<file path="src/rtl/des_key_schedule_iterative_if.sv">
// Request/result bundle between a DES key-schedule engine and its consumer.
// master = key requester / round-key consumer, slave = schedule engine.
interface des_key_schedule_iterative_if;
  logic         start;
  logic [63:0]  key;
  logic         busy;
  logic         keys_valid;
  logic [767:0] round_keys;

  modport master (
    output start, key,
    input  busy, keys_valid, round_keys
  );

  modport slave (
    input  start, key,
    output busy, keys_valid, round_keys
  );
endinterface

</file>
<file path="src/rtl/des_key_schedule_iterative.sv">
// Iterative DES key schedule: PC-1, one C/D rotate + PC-2 per clock, 16 round keys on a 768-bit bus.
// Latency 16 clocks from accepted start to keys_valid; start is ignored while busy, restarts from DONE.
module des_key_schedule_iterative #(
  parameter bit REVERSE_ORDER = 1'b0
) (
  input  logic clk,
  input  logic rst_n,
  des_key_schedule_iterative_if.slave ks
);

  typedef enum logic [1:0] {IDLE, RUN, DONE} state_t;

  // Entries are 1-based FIPS 46-3 bit positions (bit 1 = MSB).
  localparam int PC1_TBL [56] = '{
    57, 49, 41, 33, 25, 17,  9,  1, 58, 50, 42, 34, 26, 18,
    10,  2, 59, 51, 43, 35, 27, 19, 11,  3, 60, 52, 44, 36,
    63, 55, 47, 39, 31, 23, 15,  7, 62, 54, 46, 38, 30, 22,
    14,  6, 61, 53, 45, 37, 29, 21, 13,  5, 28, 20, 12,  4
  };

  localparam int PC2_TBL [48] = '{
    14, 17, 11, 24,  1,  5,  3, 28, 15,  6, 21, 10,
    23, 19, 12,  4, 26,  8, 16,  7, 27, 20, 13,  2,
    41, 52, 31, 37, 47, 55, 30, 40, 51, 45, 33, 48,
    44, 49, 39, 56, 34, 53, 46, 42, 50, 36, 29, 32
  };

  function automatic logic [55:0] pc1(input logic [63:0] k);
    logic [55:0] r;
    r = '0;
    for (int i = 0; i < 56; i++) r[6'(55 - i)] = k[6'(64 - PC1_TBL[i])];
    return r;
  endfunction

  function automatic logic [47:0] pc2(input logic [55:0] cd);
    logic [47:0] r;
    r = '0;
    for (int i = 0; i < 48; i++) r[6'(47 - i)] = cd[6'(56 - PC2_TBL[i])];
    return r;
  endfunction

  state_t       state;
  logic [4:0]   round;
  logic [27:0]  c, d;
  logic         busy, keys_valid;
  logic [767:0] round_keys;

  logic         two_step;
  logic [27:0]  c_rot, d_rot;
  logic [47:0]  k_round;
  logic [4:0]   slot;

  // Rounds 1, 2, 9 and 16 rotate by one; every other round by two.
  always_comb begin
    two_step = !(round == 5'd1 || round == 5'd2 || round == 5'd9 || round == 5'd16);
    c_rot    = two_step ? {c[25:0], c[27:26]} : {c[26:0], c[27]};
    d_rot    = two_step ? {d[25:0], d[27:26]} : {d[26:0], d[27]};
    k_round  = pc2({c_rot, d_rot});
    slot     = REVERSE_ORDER ? 5'd17 - round : round;
  end

  always_ff @(posedge clk or negedge rst_n) begin
    if (!rst_n) begin
      state      <= IDLE;
      round      <= '0;
      c          <= '0;
      d          <= '0;
      busy       <= 1'b0;
      keys_valid <= 1'b0;
      round_keys <= '0;
    end else begin
      case (state)
        IDLE, DONE: begin
          if (ks.start) begin
            {c, d}     <= pc1(ks.key);
            round      <= 5'd1;
            keys_valid <= 1'b0;
            busy       <= 1'b1;
            state      <= RUN;
          end
        end
        RUN: begin
          c <= c_rot;
          d <= d_rot;
          for (int s = 1; s <= 16; s++) begin
            if (slot == 5'(s)) round_keys[768 - 48*s +: 48] <= k_round;
          end
          if (round == 5'd16) begin
            busy       <= 1'b0;
            keys_valid <= 1'b1;
            round      <= '0;
            state      <= DONE;
          end else begin
            round <= round + 5'd1;
          end
        end
        default: state <= IDLE;
      endcase
    end
  end

  assign ks.busy       = busy;
  assign ks.keys_valid = keys_valid;
  assign ks.round_keys = round_keys;

endmodule

</file>
<file path="src/flat_wrapper.sv">
// flat-port wrapper written by rule: the top's interface ports become plain ports
module des_key_schedule_iterative_flat 
#(
  parameter bit REVERSE_ORDER = 1'b0
)
  (clk, rst_n, ks_start, ks_key, ks_busy, ks_keys_valid, ks_round_keys);
  des_key_schedule_iterative_if ks_i ();
  input  logic clk;
  input  logic rst_n;
  input wire logic [$bits(ks_i.start)-1:0] ks_start;
  input wire logic [$bits(ks_i.key)-1:0] ks_key;
  output wire logic [$bits(ks_i.busy)-1:0] ks_busy;
  output wire logic [$bits(ks_i.keys_valid)-1:0] ks_keys_valid;
  output wire logic [$bits(ks_i.round_keys)-1:0] ks_round_keys;
  assign ks_i.start = ks_start;
  assign ks_i.key = ks_key;
  assign ks_busy = ks_i.busy;
  assign ks_keys_valid = ks_i.keys_valid;
  assign ks_round_keys = ks_i.round_keys;
  des_key_schedule_iterative #(.REVERSE_ORDER(REVERSE_ORDER)) u_core (.clk(clk), .rst_n(rst_n), .ks(ks_i));
endmodule
</file>
<file path="config.mk">
export PLATFORM = sky130hd
export DESIGN_NAME = des_key_schedule_iterative_flat
export DESIGN_NICKNAME = d
export VERILOG_FILES = /design/src/rtl/des_key_schedule_iterative_if.sv /design/src/rtl/des_key_schedule_iterative.sv /design/src/flat_wrapper.sv
export SDC_FILE = /design/constraint.sdc
export NUM_CORES = 1
export LEC_CHECK = 0
export ABC_AREA = 0
export CAP_MARGIN = 5
export CORE_AREA = 3 3 323 325
export DETAILED_ROUTE_END_ITERATION = 12
export DIE_AREA = 0 0 326 328
export SLEW_MARGIN = 10
export SYNTH_ARGS = -nofsm -noshare
export SYNTH_HDL_FRONTEND = slang
export SYNTH_SLANG_ARGS = --single-unit
</file>
<file path="constraint.sdc">
create_clock -name clk -period 2 [get_ports clk]
set_input_delay 0.5 -clock clk [delete_from_list [all_inputs] [get_ports clk]]
set_output_delay 0.5 -clock clk [all_outputs]
set_load 0.02 [all_outputs]
</file>
==> summary.md <==
| Metric | Value |
|---|---|
| Die boundary height | 328 um |
| Cell type of the slowest stage on the worst timing path | sky130_fd_sc_hd__dfrtp_2 |
| Final layout net count | roughly 2600 |
| Final Util | 0.281 |
| End of the worst register-to-register path | u_core.ks.round_keys[243] |
| Worst skew pair latency | roughly 0.65 ns |
| TritonCTS clock tree | built |
| Achievable frequency | 491 MHz |
| Type of the tightest min-delay check | input pin to asynchronous set/reset pin |
| DRC violations left | 0 |
| First-pass GRT wire length | ~110000 um |
| Area Growth Syn to Fin | 38.7% |
| Routed WL per cell | 19.2 um |
| Layout Skew | about 0.037 ns |
| Horizontal extent of the die | 326 um |
| Count of input and output buffers | roughly 440 |
| # Max-Cap Violations | 0 |
| Relative slew slack | 0.600 |
| Fraction of post-synthesis cell area in the top cell type by area | 0.583 |
| Share of layout cells above drive strength 1 | 0.126 |
| Clock sink total | slightly below 500 |
| Number of vias per cell | approximately 3.8 |
| Post-synthesis cell count | approximately 2000 |
| Detailed-route wire length | ~75000 um |
| Number of buffers created by CTS | 56 |
| Root Driver | sky130_fd_sc_hd__clkbuf_16 |
| Sequential cell area fraction in the yosys report | 0.583 |
| Filler instances | 10800 |
| Total number of H-tree levels | 2 |
| Standard-cell row count | approximately 120 |
| Non-Filler Instances | between 3000 and 4000 |
| Floorplan die area | about 110000 um^2 |
| Setup slack of the most critical reg-to-reg path | -0.04 ns |
| Peak supply drop | approximately 0.00087 V |
| Clock period minus worst slack | approximately 2 ns |
| Number of setup violations in the final report | 32 |
| Number of vias after detailed routing | between 10000 and 15000 |
| Area of the mapped netlist | approximately 21000 um^2 |
| Worst setup slack after layout | -0.0371 ns |
| Clk slew on worst S/H paths | around 0.06 ns |
| Portion of the clock cycle consumed by the worst path in the final layout | 1.02 |
| Total placed cells including tap cells | around 3800 |
| Critical path's most frequent cell | sky130_fd_sc_hd__buf_12 |
| Number of pins exceeding their max-slew limit in the final report | 0 |
| Power per cell area | around 1800 nW/um^2 |
| Initial core utilization | 0.203 |
| Unrepaired setup endpoints after global routing | true |
| Required arrival time at the worst endpoint | around 2.5 ns |
| Count of boundary I/O pins | 837 |
| Main area contributors after synthesis | sky130_fd_sc_hd__dfrtp_1 (58%), sky130_fd_sc_hd__buf_4 (13%), sky130_fd_sc_hd__o21ai_0 (6.3%) |
| Gr ovfl total | 0 |
| Worst Setup Path Type | flip-flop to flip-flop |
| Remaining number of nets flagged by the antenna check after routing | 0 |
| Total negative slack for setup checks | -0.464 ns |
| Longest individual stage delay on the worst path | 0.44 ns |
| Vias in the first global route | 14200 |
| Global-route usage over all layers | 0.136 |
| Largest fanout on the critical path | 6 |
| Worst Setup End Kind | flip-flop |
| Worst path arrival time | ~2.6 ns |
| Synth area leader | sky130_fd_sc_hd__dfrtp_1 |
| Total number of yosys warnings | 0 |
| Weighted congestion at the end of routability-driven global placement | 0.750 |
| Std-Cell Core Area | 102000 um^2 |
| Initial DRC count | between 700 and 800 |
| Outcome | complete, but fails checks |
| Placed wire-length estimate | 53500 um |
| Transition time at the pin with the least slew margin | about 0.6 ns |
| Sum of internal, switching and leakage power | between 50 and 60 mW |
| Startpoint types | flip-flop |
| Critical R2R Launch | u_core.round[1] |
| Depth of the most critical reg-to-reg path | 9 |
| Cells along the critical path | inv_2, ha_2, nand3_2, nand2_4, buf_12, buf_12, mux2i_4, clkbuf_16, o21ai_0 |
| Leakage | between 10 and 15 nW |
| Synthesized area per cell | between 10 and 15 um^2 |
| Antenna violations before repair | 6 |
| Total iterations of the first detailed-routing run | 4 |
| Distinct cell type count after synthesis | 37 |
| Largest net degree at the start of global routing | 85 |
| Max Buffers Root-to-Sink | 3 |
| Flip-flop and latch count after synthesis | 481 |
| Hold Vio Cnt, Final | 0 |
| Violations in the final reports | setup timing |
[state kept, by name, summed over array words and instances, names as in the netlist]
name	cells
u_core.ks.keys_valid	1
u_core.state	2
u_core.c	28
u_core.ks.busy	1
u_core.d	28
u_core.ks.round_keys	416
u_core.round	5
[how the worst max path moves through the flow]
stage | to | cells past startpoint | from
5_1_grt | u_core.ks.round_keys[250] | 9 | u_core.round[1]
3_5_place_dp | u_core.ks.round_keys[411] | 9 | u_core.round[0]
3_3_place_gp | u_core.ks.round_keys[626] | 9 | u_core.round[0]
2_1_floorplan | u_core.ks.round_keys[630] | 10 | u_core.round[0]
4_1_cts | u_core.ks.round_keys[58] | 10 | u_core.round[0]
6_report | u_core.ks.round_keys[243] | 9 | u_core.round[1]
[cell families (layout without fill, tap and decap cells)]
logic type	Yosys count	in the layout	synth area share
and+or+nand+nor	487	487	0.0919
buffers and inverters	486	679	0.157
DFF	481	481	0.583
AOI/OAI and AO/OA	463	463	0.115
muxes	92	92	0.0489
adders and majority gates	5	5	0.00303
other	1	357	0.000182
xor gates and xnor gates	1	1	0.000425
[per-layer routing]
| layer | global-route usage | vias to the layer above | wire [um] | share of wire |
|---|---|---|---|---|
| met5 | 0 | - | 12 | 0.00016 |
| met4 | 0.0390 | 2 | 1790 | 0.024 |
| met2 | 0.216 | 557 | 35300 | 0.47 |
| met1 | 0.178 | 7224 | 32400 | 0.43 |
| met3 | 0.0425 | 93 | 5860 | 0.078 |
| li1 | - | 6961 | - | - |
[cell type report]
type	instances	area, um^2	share of cell area
repair buffers	571	5860	0.205
multi-input cells	1400	7110	0.249
clock buffers	81	1610	0.0561
flip-flops and latches	481	12000	0.421
well taps	1368	1710	0.0598
inverters	4	15.0	0.000525
clock inverters	23	253	0.00883
diodes	5	12.5	0.000437
[worst max-delay path, delay by kind of cell, from the launching register on]
| family | cells | cell delay, ns |
|---|---|---|
| muxes | 1 | 0.32 |
| buffers and inverters | 4 | 0.61 |
| DFF | 1 | 0.44 |
| AOI/OAI and AO/OA | 1 | 0.09 |
| adders and majority gates | 1 | 0.20 |
| and+or+nand+nor | 2 | 0.27 |
[power by group]
part	switching, mW	internal [mW]	leakage [nW]	total [mW]
clock network	4.37	5.88	0.893	10.2
logic	16.5	9.81	7.04	26.3
registers	2.42	13.7	6.24	16.1
[synthesized netlist by cell type]
cell type                  instances
sky130_fd_sc_hd__nor2_2            1
sky130_fd_sc_hd__buf_6             1
sky130_fd_sc_hd__and2_1            1
sky130_fd_sc_hd__nand4_1           2
sky130_fd_sc_hd__a21o_1            2
sky130_fd_sc_hd__xor2_1            1
sky130_fd_sc_hd__a21oi_1         134
sky130_fd_sc_hd__ha_1              5
sky130_fd_sc_hd__mux2i_1          56
sky130_fd_sc_hd__o21ai_0         258
sky130_fd_sc_hd__nand3_2           1
sky130_fd_sc_hd__nand2_1         322
sky130_fd_sc_hd__mux2_2           26
sky130_fd_sc_hd__nand3_1           7
sky130_fd_sc_hd__mux2i_4           2
sky130_fd_sc_hd__nor2_4            1
sky130_fd_sc_hd__buf_8             1
sky130_fd_sc_hd__conb_1            1
sky130_fd_sc_hd__o21ai_1          52
sky130_fd_sc_hd__and3_1            3
sky130_fd_sc_hd__nor3b_1           2
sky130_fd_sc_hd__buf_1             2
sky130_fd_sc_hd__nand2b_1          1
sky130_fd_sc_hd__buf_2            31
sky130_fd_sc_hd__dfrtp_1         481
sky130_fd_sc_hd__o221ai_1          9
sky130_fd_sc_hd__nand2_2           1
sky130_fd_sc_hd__a22o_1            1
sky130_fd_sc_hd__o31ai_1           1
sky130_fd_sc_hd__a22oi_1           6
sky130_fd_sc_hd__nor2b_1           6
sky130_fd_sc_hd__clkbuf_1         86
sky130_fd_sc_hd__buf_4           361
sky130_fd_sc_hd__nor2_1          138
sky130_fd_sc_hd__nor3_1            1
sky130_fd_sc_hd__inv_1             4
sky130_fd_sc_hd__mux2i_2           8
[layout by cell type (no fill, tap or decap), types with 3 or more instances in the layout]
| master | count |
|---|---|
| sky130_fd_sc_hd__dfrtp_1 | 480 |
| sky130_fd_sc_hd__dlygate4sd2_1 | 409 |
| sky130_fd_sc_hd__conb_1 | 352 |
| sky130_fd_sc_hd__nand2_1 | 319 |
| sky130_fd_sc_hd__o21ai_0 | 219 |
| sky130_fd_sc_hd__nor2_1 | 135 |
| sky130_fd_sc_hd__a21oi_1 | 130 |
| sky130_fd_sc_hd__o21ai_1 | 81 |
| sky130_fd_sc_hd__buf_12 | 72 |
| sky130_fd_sc_hd__clkbuf_16 | 57 |
| sky130_fd_sc_hd__buf_4 | 49 |
| sky130_fd_sc_hd__mux2i_1 | 40 |
| sky130_fd_sc_hd__mux2i_4 | 26 |
| sky130_fd_sc_hd__mux2_2 | 26 |
| sky130_fd_sc_hd__clkdlybuf4s50_1 | 17 |
| sky130_fd_sc_hd__clkbuf_1 | 14 |
| sky130_fd_sc_hd__clkbuf_8 | 11 |
| sky130_fd_sc_hd__o21ai_2 | 10 |
| sky130_fd_sc_hd__buf_6 | 10 |
| sky130_fd_sc_hd__o221ai_1 | 9 |
| sky130_fd_sc_hd__clkinv_2 | 9 |
| sky130_fd_sc_hd__nand3_2 | 6 |
| sky130_fd_sc_hd__a22oi_1 | 6 |
| sky130_fd_sc_hd__clkinvlp_4 | 6 |
| sky130_fd_sc_hd__clkdlybuf4s15_1 | 6 |
| sky130_fd_sc_hd__diode_2 | 5 |
| sky130_fd_sc_hd__nor2_4 | 4 |
| sky130_fd_sc_hd__a21oi_2 | 4 |
| sky130_fd_sc_hd__nor2b_1 | 3 |
| sky130_fd_sc_hd__nand2_2 | 3 |
| sky130_fd_sc_hd__clkdlybuf4s15_2 | 3 |
[through the flow]
| stage | cell area [um^2] | hold WS (ns) | worst slack [ns] |
|---|---|---|---|
| after floorplan | 21900 | 0.204 | 0.0557 |
| after global placement | 26900 | 0.360 | -0.0486 |
| after detailed placement | 26900 | 0.365 | -0.0611 |
| after CTS | 28500 | 0.244 | -0.0541 |
| after global routing | 28600 | 0.279 | -0.145 |
| final | 28600 | 0.317 | -0.0371 |
[repair_timing]
action	in CTS	in global routing
gates cloned	1	1
endpoints found under the hold margin	101	0
buffers inserted	10	1
pin swaps	7	3
hold buffers	1	0
gates resized for setup	482	26
endpoints found under the setup margin	728	356
No activity file was read; power rests on OpenSTA's default activity.
